$ cat src/rtl/video_pattern_pkg.sv
`default_nettype none
// +----------------------------------------------------------------------+
// | video_pattern_pkg                                                    |
// | Colour constants and colour-state encoding for the banded pattern.   |
// | Revision: 1.0                                                        |
// +----------------------------------------------------------------------+
package video_pattern_pkg;

  typedef enum logic [1:0] {
    COL_C1 = 2'd0,
    COL_C2 = 2'd1,
    COL_C3 = 2'd2,
    COL_C4 = 2'd3
  } colour_e;

  localparam logic [23:0] c_wisteria     = {8'd142, 8'd68,  8'd173};
  localparam logic [23:0] c_midnightblue = {8'd44,  8'd62,  8'd80};
  localparam logic [23:0] c_greensea     = {8'd22,  8'd160, 8'd133};
  localparam logic [23:0] c_belize       = {8'd41,  8'd128, 8'd185};

  localparam int c_def_tile_pixels    = 80;
  localparam int c_def_tiles_per_band = 500;

  function automatic logic [23:0] colour_rgb(input colour_e col);
    logic [23:0] rgb;
    case (col)
      COL_C1:  rgb = c_wisteria;
      COL_C2:  rgb = c_midnightblue;
      COL_C3:  rgb = c_greensea;
      default: rgb = c_belize;
    endcase
    return rgb;
  endfunction

  // Partner colour within the current pair.
  function automatic colour_e colour_toggle(input colour_e col);
    colour_e nxt;
    case (col)
      COL_C1:  nxt = COL_C2;
      COL_C2:  nxt = COL_C1;
      COL_C3:  nxt = COL_C4;
      default: nxt = COL_C3;
    endcase
    return nxt;
  endfunction

  function automatic colour_e colour_band_next(input colour_e col);
    return ((col == COL_C1) || (col == COL_C2)) ? COL_C3 : COL_C1;
  endfunction

endpackage
`default_nettype wire

$ cat src/rtl/pattern_expect_seq.sv
`default_nettype none
// +----------------------------------------------------------------------+
// | pattern_expect_seq                                                   |
// | Tile/band counters and colour state; presents the expected pixel.    |
// | Revision: 1.0                                                        |
// +----------------------------------------------------------------------+
module pattern_expect_seq
  import video_pattern_pkg::*;
#(
  parameter int TILE_PIXELS    = c_def_tile_pixels,
  parameter int TILES_PER_BAND = c_def_tiles_per_band
) (
  input  wire logic        clk,
  input  wire logic        rst_n,
  input  wire logic        step,
  input  wire logic        restart,
  output logic [23:0]      expected,
  output colour_e          colour
);

  localparam int PW = (TILE_PIXELS > 1) ? $clog2(TILE_PIXELS) : 1;
  localparam int TW = (TILES_PER_BAND > 1) ? $clog2(TILES_PER_BAND) : 1;
  localparam logic [PW-1:0] c_pix_last  = PW'(TILE_PIXELS - 1);
  localparam logic [TW-1:0] c_tile_last = TW'(TILES_PER_BAND - 1);

  logic [PW-1:0] r_pix_cnt;
  logic [TW-1:0] r_tile_cnt;
  colour_e       r_colour;

  // restart wins over step so a new run always begins on C1 at pixel 0.
  always_ff @(posedge clk or negedge rst_n) begin
    if (!rst_n) begin
      r_pix_cnt  <= '0;
      r_tile_cnt <= '0;
      r_colour   <= COL_C1;
    end else if (restart) begin
      r_pix_cnt  <= '0;
      r_tile_cnt <= '0;
      r_colour   <= COL_C1;
    end else if (step) begin
      if (r_pix_cnt == c_pix_last) begin
        r_pix_cnt <= '0;
        if (r_tile_cnt == c_tile_last) begin
          r_tile_cnt <= '0;
          r_colour   <= colour_band_next(r_colour);
        end else begin
          r_tile_cnt <= r_tile_cnt + TW'(1);
          r_colour   <= colour_toggle(r_colour);
        end
      end else begin
        r_pix_cnt <= r_pix_cnt + PW'(1);
      end
    end
  end

  assign colour   = r_colour;
  assign expected = colour_rgb(r_colour);

endmodule
`default_nettype wire

$ cat config.mk
export PLATFORM = sky130hd
export DESIGN_NAME = pattern_expect_seq
export DESIGN_NICKNAME = d
export VERILOG_FILES = /design/src/rtl/video_pattern_pkg.sv /design/src/rtl/pattern_expect_seq.sv
export SDC_FILE = /design/constraint.sdc
export NUM_CORES = 1
export LEC_CHECK = 0
export CAP_MARGIN = 25
export CORE_UTILIZATION = 38
export DETAILED_ROUTE_END_ITERATION = 16
export SYNTH_ARGS = -nofsm -noshare
export SYNTH_HDL_FRONTEND = slang
export SYNTH_SLANG_ARGS = --single-unit
$ cat constraint.sdc
create_clock -name clk -period 3.44 [get_ports clk]
set_clock_uncertainty 0.05 [all_clocks]
set_input_delay 0.688 -clock clk [delete_from_list [all_inputs] [get_ports clk]]
set_output_delay 0.688 -clock clk [all_outputs]
set_load 0.01 [all_outputs]
==> results of run 1 <==
sequential cells by signal, indices dropped and copies added (netlist names):
signal / cells
r_pix_cnt: 7
colour: 2
r_tile_cnt: 9
how the worst max path moves through the flow:
stage                           from  cells after the start  slack (ns)                        end
2_1_floorplan  colour[1]$_DFFE_PN0P_                      4        1.38               expected[21]
3_3_place_gp   colour[0]$_DFFE_PN0P_                      4        1.06               expected[17]
3_5_place_dp                 restart                      4        1.05  r_tile_cnt[4]$_DFFE_PN0P_
4_1_cts        colour[0]$_DFFE_PN0P_                      4        0.72               expected[17]
5_1_grt        colour[1]$_DFFE_PN0P_                      5        0.63               expected[10]
6_report       colour[0]$_DFFE_PN0P_                      4        0.75               expected[17]
power by group through the flow:
stage	clock network [W]	logic [W]	registers, W
4_1_cts	0.000110	0.000109	0.000228
6_report	0.000105	0.000108	0.000228
3_3_place_gp	0	0.000108	0.000232
3_5_place_dp	0	0.000109	0.000232
2_1_floorplan	0	0.0000669	0.000230
5_1_grt	0.000118	0.000118	0.000229
per-layer routing:
metal / vias up / GRT usage (%) / part of all wire [%]
met5: - / 0 / 0
met4: 0 / 7.14 / 0.80
met3: 2 / 2.01 / 4.1
met2: 30 / 27.3 / 50
met1: 433 / 21.6 / 45
li1: 464 / - / -
metrics by stage:
stage / power (W) / utilization, % / area [um2] / hold WS, ns
after floorplan: 0.000297 / - / 1210 / 0.342
after global placement: 0.000339 / 47.4 / 1430 / 0.477
after detailed placement: 0.000341 / 47.4 / 1430 / 0.486
after CTS: 0.000447 / 48.1 / 1460 / 0.505
after global routing: 0.000466 / 48.1 / 1460 / 0.529
final: 0.000440 / 48.1 / 1460 / 0.504
cell usage after synthesis, drive strengths merged:
library cell,number
and4,1
or2,2
ha,9
or4bb,1
nor2,12
nor2b,3
and3,2
nor3b,3
a22o,5
inv,7
and2b,1
nand3,3
o21ai,8
nand4,3
xor2,4
o21bai,1
nand4bb,1
a311oi,1
conb,1
o31ai,1
nand2,8
dfrtp,18
a221o,1
nand2b,1
or4,1
o311ai,1
a21o,1
clkbuf,1
nor3,2
o2111ai,2
buf,12
xnor2,1
mux2i,1
a21oi,3
o2bb2a,1
a31o,1
cells in the final DEF, fill, tap and decap left out, types with 4 or more instances in the layout:
master           count
nand2_1              8
nor2_1              11
inv_1                7
xor2_1               4
o21ai_0              8
a22o_1               5
clkdlybuf4s50_1     26
dfrtp_1             18
ha_1                 9
critical path, delay by kind of cell (launching register included):
| kind | cells | cell delay [ns] |
|---|---|---|
| adders and majority gates | 1 | 0.25 |
| buffers and inverters | 2 | 0.63 |
| DFF | 1 | 0.46 |
| and+or+nand+nor | 1 | 0.33 |
kinds of logic (layout without fill, tap and decap cells):
logic type | after synthesis | after routing | synth area share (%)
buf+inv | 20 | 36 | 9.78
fa+ha+maj | 9 | 9 | 9.37
flops | 18 | 18 | 37.5
compound gates | 26 | 26 | 16.8
simple gates | 44 | 44 | 21.9
mux | 1 | 1 | 0.832
other cells | 1 | 3 | 0.312
xor+xnor | 5 | 5 | 3.64
area by class of cell:
class,instances,area [um2]
clock buffers,3,22.5
fillers,296,1570
inverters,7,26.3
multi-input cells,88,642
flip-flops and latches,18,450
well taps,44,55.1
repair buffers,26,260
==> flow_summary.yaml, run 1 <==
synthesis:
  synth_top_area_share_pct: 37.5
  synth_cell_type_count: 41
  synthCells: 124
  yosysWarnings: 0
  yosysTopAreaCell: "dfrtp_1"
  avgSynthCellArea_um2: 9.70
  seq_area_frac_synth_pct: 37.5
  ys_ff_latch: 18
  ys_top_cells_by_area: "dfrtp_1 (37%), ha_1 (9.4%), buf_4 (6.9%), a22o_1 (3.6%), nor2_1 (3.4%)"
  syn_area_mm2: 0.00120
drt:
  drt_pre_antenna_iters: 4
  routedWlPerCell_um: 12.7
  dr_total_vias: 929
  drc: 0
  final_antenna_net_count: 0
  finalWirelength_mm: 2.36
  vias_per_cell: 4.99
  drt_iter0_drc: 20
layout:
  syn_to_final_growth_pct: 21.1
  finalNetCount: 157
  fin_cells: 186
  final_layout_size_suffix_gt1_share_pct: 9.86
  insertedDiodeCount: 0
pwr:
  power.density_mw_per_mm2: 302
  pwr-share-clk_pct: 23.8
  leakagePower_nw: 0.624
  p_int_w: 0.000317
  max-vdd-ir-drop_mv: 0.130
  seq_power_share_pct: 51.8
  switching_share_pct: 27.9
  p_sw_w: 0.000123
  power_frac_comb_pct: 24.5
setup_path:
  r2r_start: "colour[1]$_DFFE_PN0P_"
  required_ns: 2.70
  rrSetupSlack_ns: 1.67
  path_cells: "inv_1 > ha_1 > or2_2 > clkdlybuf4s50_1"
  arrival_ns: 1.95
  critPathKind: "register to primary output"
  crit_path_start_kind: "register"
  cp_slowest_cell: "clkdlybuf4s50_1"
  reg2reg_depth: 5
  critPathCaptureType: "primary output"
  cpPeakStageDelay_ns: 0.49
  timing.rr.end: "colour[1]$_DFFE_PN0P_"
  cp_max_fo: 6
clocking:
  root_buffer: "clkbuf_4"
  clk_pin_slew_ns: 0.10
  post-cts-setup-buffers: 0
  clkLatencyLatePin_ns: 0.29
  clock_sinks: 18
  h-tree-depth: 1
  cts_inserted_buffers: 3
  cts-resized-gates: 0
  cts_tree: "done"
  ctsHoldBuffers: 0
  cts_buffer_depth: 2
global_routing:
  grt-ovfl-total: 0
  grt_usage_pct: 16.4
  grt_pass1_wl_mm: 4.19
  antenna_found_initial: 0
  grt_pass1_vias: 868
  grt_max_degree: 19
sta:
  slew_headroom_pct: 46.8
  worst_slack_ns: 0.751
  rsz0062_at_grt: "no"
  slew_viol_final: 0
  tightest_slew_ns: 0.795
  period_needed_ns: 2.69
  fin_crit_sh_pct: 78.2
  hold_viol: 0
  timing.fmax_ghz: 0.372
  tns_ns: 0
  setup_viol: 0
hold_path:
  holdPathStages: 1
  worstHoldStart: "r_tile_cnt[0]$_DFFE_PN0P_"
  hold_end: "r_tile_cnt[0]$_DFFE_PN0P_"
  min_path_type: "register to register"
placed_design:
  gp_congestion: 0.848
  dp.cells: 183
  place_ws_ns: 1.05
  io_buffers: 26
  dp_hpwl_mm: 1.83
die:
  fp.dieH_um: 58.3
  start_util_pct: 39.7
  die_x_um: 58.3
  boundaryPins: 30
  core_mm2: 0.00303
  row_count: 20
  die_area_mm2: 0.00339
status:
  status: "complete, no violations"
flow_run:
  maxCapViolations: 0
(Power assumes the default switching activity.)
==> run 2, diff against run 1 <==
PLACE_DENSITY = 0.67   (was unset)
clock period = 2.25 ns   (was 3.44 ns; I/O delays follow)
==> run 2 against run 1 <==
Net effect:
- wire length is 5.1% higher
- first-iteration DRC count is 15% higher
- count of clock-buffer cells in the layout is 1 higher
- sequential power is 52% higher
- non-clock buffer count is 7 higher
- final cell count is 4.3% higher
- via count is 5.5% higher
- cell area is 5.5% higher
- worst hold slack worse by 0.091 ns
- global-route usage hardly changed
==> flow_summary.yaml, run 2 (synthesized netlist as in run 1, its figures left out) <==
status:
  status: "complete, no violations"
sta:
  period_needed_ns: 2.14
  timing.fmax_ghz: 0.467
  hold_ws_ns: 0.413
  worst_slack_ns: 0.110
  hold_viol: 0
  slew_viol_final: 0
  setup_viol: 0
  fin_crit_sh_pct: 95.1
  rsz0062_at_grt: "no"
  tns_ns: 0
die:
  start_util_pct: 39.7
  die_x_um: 58.3
  boundaryPins: 30
  core_mm2: 0.00303
  die_area_mm2: 0.00339
  row_count: 20
  fp.dieH_um: 58.3
layout:
  syn_to_final_growth_pct: 27.8
  insertedDiodeCount: 0
  fin_area_mm2: 0.00154
  final_layout_size_suffix_gt1_share_pct: 18.0
  regMostFlops: "r_tile_cnt"
  register_area_um2: 452
  final_cell_mix: "clkdlybuf4s50_1 (18), dfrtp_1 (17), nor2_1 (11), nand2_1 (8), o21ai_0 (8)"
  largest_register_ffs: 9
  multi_input_area_um2: 657
  finalNetCount: 164
  fill_cells: 290
  final_common_cell: "clkdlybuf4s50_1"
clocking:
  cts_buffer_depth: 2
  cts_inserted_buffers: 3
  clock_sinks: 18
  clkLatencyLatePin_ns: 0.30
  h-tree-depth: 1
  root_buffer: "clkbuf_4"
  ctsHoldBuffers: 0
  cts_tree: "done"
  clk_pin_slew_ns: 0.12
setup_path:
  cp_max_fo: 4
  timing.rr.end: "r_tile_cnt[6]$_DFFE_PN0P_"
  reg2reg_depth: 5
  crit_path_start_kind: "register"
  critPathKind: "register to primary output"
  required_ns: 1.75
  arrival_ns: 1.64
  rrSetupSlack_ns: 0.52
  r2r_start: "r_pix_cnt[0]$_DFFE_PN0P_"
  critPathCaptureType: "primary output"
drt:
  routedWlPerCell_um: 12.8
  drc: 0
  vias_per_cell: 5.05
  dr_total_vias: 980
  final_antenna_net_count: 0
  drt_iter0_drc: 23
  finalWirelength_mm: 2.48
  drt_pre_antenna_iters: 4
placed_design:
  dp_hpwl_mm: 1.90
  place_ws_ns: 0.133
  io_buffers: 26
  place_area_mm2: 0.00146
  gp_congestion: 0.835
pwr:
  max-vdd-ir-drop_mv: 0.179
  leakagePower_nw: 0.691
  power.density_mw_per_mm2: 471
  p_total_w: 0.000724
global_routing:
  grt_usage_pct: 16.4
  antenna_found_initial: 0
  grt_pass1_wl_mm: 4.25
  grt_pass1_vias: 934
  grt-ovfl-total: 0
  grt_max_degree: 19
flow_run:
  maxCapViolations: 0
hold_path:
  min_path_type: "input port to asynchronous set/reset pin"
-- run 2: metrics by stage --
step	instances	utilization (%)
2_1_floorplan	126	-
6_report	194	50.7
4_1_cts	193	49.9
3_5_place_dp	186	48.1
5_1_grt	194	50.7
3_3_place_gp	186	48.1
-- run 2: how the worst max path moves through the flow --
stage                                     start            to  slack, ns  cells past startpoint
after floorplan           colour[1]$_DFFE_PN0P_  expected[21]       0.43                      4
after CTS                 colour[1]$_DFFE_PN0P_  expected[10]     -0.004                      5
after global placement    colour[0]$_DFFE_PN0P_  expected[17]       0.21                      4
after global routing      colour[1]$_DFFE_PN0P_  expected[18]       0.01                      4
after detailed placement  colour[1]$_DFFE_PN0P_  expected[21]       0.13                      4
final                     colour[1]$_DFFE_PN0P_  expected[18]       0.11                      4
-- run 2: metal layers --
metal	track usage (%)	routed length [um]	vias up
met4	5.10	29	0
met1	20.5	1080	468
li1	-	-	477
met3	2.46	122	4
met5	0	0	-
met2	28.9	1260	31
-- run 2: critical path: stages (launching register included) --
cell	delay, ns
dfrtp_1	0.41
buf_4	0.15
ha_2	0.18
inv_1	0.07
clkdlybuf4s50_1	0.53
-- run 2: cell type report --
class                      instances  area share (%)
inverter                           7            1.71
timing repair buffer              33            20.2
tap                               44            3.58
clock buffer                       4            2.36
sequential                        18            29.4
multi-input combinational         88            42.8
-- run 2: power breakdown --
group	switching, W	internal, W
Sequential	0.0000116	0.000336
Combinational	0.0000826	0.0000901
Clock	0.000106	0.0000986
Total	0.000200	0.000524
-- run 2: what timing repair did --
item                       4_1_cts  5_1_grt
setup endpoints to repair       13        4
resized for setup                8        6
setup buffers                    3        1
gates cloned                     0        0
==> run 3, diff against run 2 <==
MAX_ROUTING_LAYER = met4   (was unset)
==> run 3 against run 2 <==
Net effect:
- register-to-register slack about the same
- sequential share of layout area unchanged
- non-clock buffer count unchanged
- total power down 0.21%
- core utilization unchanged
- fmax about the same
- via count down 0.41%
- die area unchanged
- wire length up 0.16%
- combinational power about the same
- critical endpoint unchanged
==> flow_summary.yaml, run 3 (synthesized netlist as in run 1, its figures left out) <==
pwr:
  seq_power_share_pct: 48.1
  max-vdd-ir-drop_mv: 0.179
  power.density_mw_per_mm2: 470
  p_sw_w: 0.000198
  p_total_w: 0.000723
  switching_share_pct: 27.4
  leakagePower_nw: 0.691
  power_frac_comb_pct: 23.9
  p_int_w: 0.000524
  pwr-share-clk_pct: 28.0
setup_path:
  cp_top_family: "buffers and inverters"
  required_ns: 1.75
  crit_path_start_kind: "register"
  critPathCaptureType: "primary output"
  crit_cells: 4
  path_cells: "buf_4 > ha_2 > inv_1 > clkdlybuf4s50_1"
  reg2reg_depth: 5
  arrival_ns: 1.64
  crit_buf_inv: 3
  critPathKind: "register to primary output"
  cp_slowest_cell: "clkdlybuf4s50_1"
  cp_max_fo: 4
  cpPeakStageDelay_ns: 0.53
clocking:
  cts_inserted_buffers: 3
  clkLatencyLatePin_ns: 0.30
  h-tree-depth: 1
  cts_tree: "done"
  root_buffer: "clkbuf_4"
  clock_sinks: 18
  clk_pin_slew_ns: 0.11
  ctsHoldBuffers: 0
  cts_buffer_depth: 2
drt:
  highest_layer: "met4"
  final_antenna_net_count: 0
  wl_met3_um: 113
  routedWlPerCell_um: 12.8
  dr_wl_met2_mm: 1.25
  drt_pre_antenna_iters: 4
  drt_iter0_drc: 26
  vias_per_cell: 5.03
  dr_total_vias: 976
  drc: 0
  finalWirelength_mm: 2.49
  wl_met1_mm: 1.09
global_routing:
  grt-ovfl-total: 0
  grt_usage_pct: 16.9
  grt_pass1_wl_mm: 4.25
  grt_pass1_vias: 934
  grt_max_degree: 19
  antenna_found_initial: 0
sta:
  hold_viol: 0
  fin_crit_sh_pct: 95.1
  tns_ns: 0
  rsz0062_at_grt: "no"
  slew_viol_final: 0
  timing.fmax_ghz: 0.467
  period_needed_ns: 2.14
  setup_viol: 0
layout:
  fill_cells: 290
  insertedDiodeCount: 0
  register_area_um2: 452
  final_common_cell: "clkdlybuf4s50_1"
  final_cell_mix: "clkdlybuf4s50_1 (18), dfrtp_1 (17), nor2_1 (11), nand2_1 (8), o21ai_0 (8)"
  finalNetCount: 164
  post-route-util_pct: 50.7
  syn_to_final_growth_pct: 27.8
  regMostFlops: "r_tile_cnt"
  final_layout_size_suffix_gt1_share_pct: 18.0
  multi_input_area_um2: 657
  fin_area_mm2: 0.00154
  largest_register_ffs: 9
placed_design:
  dp_hpwl_mm: 1.90
  io_buffers: 26
  place_area_mm2: 0.00146
  gp_congestion: 0.848
flow_run:
  maxCapViolations: 0
hold_path:
  min_path_type: "input port to asynchronous set/reset pin"
die:
  die_x_um: 58.3
  row_count: 20
  start_util_pct: 39.7
  core_mm2: 0.00303
  boundaryPins: 30
  fp.dieH_um: 58.3
  die_area_mm2: 0.00339
status:
  status: "complete, no violations"
run 3: cell type report:
cell class,count,area share [%]
well taps,44,3.58
flip-flops and latches,18,29.4
inverters,7,1.71
multi-input cells,88,42.8
repair buffers,33,20.2
clock buffers,4,2.36
run 3: final timing paths:
kind	start	end	slack, ns
worst max-delay path	colour[1]$_DFFE_PN0P_	expected[18]	0.11
worst min-delay path	rst_n	r_tile_cnt[8]$_DFFE_PN0P_	0.42
worst max register to register	r_pix_cnt[0]$_DFFE_PN0P_	r_tile_cnt[6]$_DFFE_PN0P_	0.52
worst min register to register	r_tile_cnt[0]$_DFFE_PN0P_	r_tile_cnt[0]$_DFFE_PN0P_	0.48
max in group asynchronous	rst_n	colour[0]$_DFFE_PN0P_	1.52
min in group clk	r_tile_cnt[0]$_DFFE_PN0P_	r_tile_cnt[0]$_DFFE_PN0P_	0.48
run 3: timing repair:
action,CTS,global route
endpoints found under the setup margin,13,4
buffers inserted,3,1
gates resized for setup,8,6
gates cloned,0,0
pin swaps,0,0
run 3: stage by stage:
stage	worst slack (ns)	hold WS [ns]	instances
finish	0.110	0.416	194
global route	0.0127	0.436	194
CTS	-0.00439	0.425	193
detailed placement	0.133	0.467	186
global placement	0.213	0.454	186
floorplan	0.432	0.104	126
run 3: routing by layer:
| metal | GRT usage [%] | vias to the layer above |
|---|---|---|
| li1 | - | 476 |
| met1 | 20.5 | 467 |
| met2 | 28.9 | 29 |
| met3 | 2.46 | 4 |
| met4 | 5.10 | 0 |
| met5 | - | - |
run 3: worst reg2reg max path, cell delays in order, from the launching register on:
cell	delay, ns
dfrtp_1	0.41
ha_1	0.25
and4_4	0.22
a21oi_4	0.25
nor2_2	0.14
a221o_1	0.31
run 3: power groups by stage:
stage	Clock, W	Sequential (W)	Combinational (W)
detailed placement	0	0.000354	0.000174
finish	0.000203	0.000347	0.000173
floorplan	0	0.000352	0.000102
global route	0.000223	0.000350	0.000187
CTS	0.000206	0.000348	0.000170
global placement	0	0.000352	0.000168
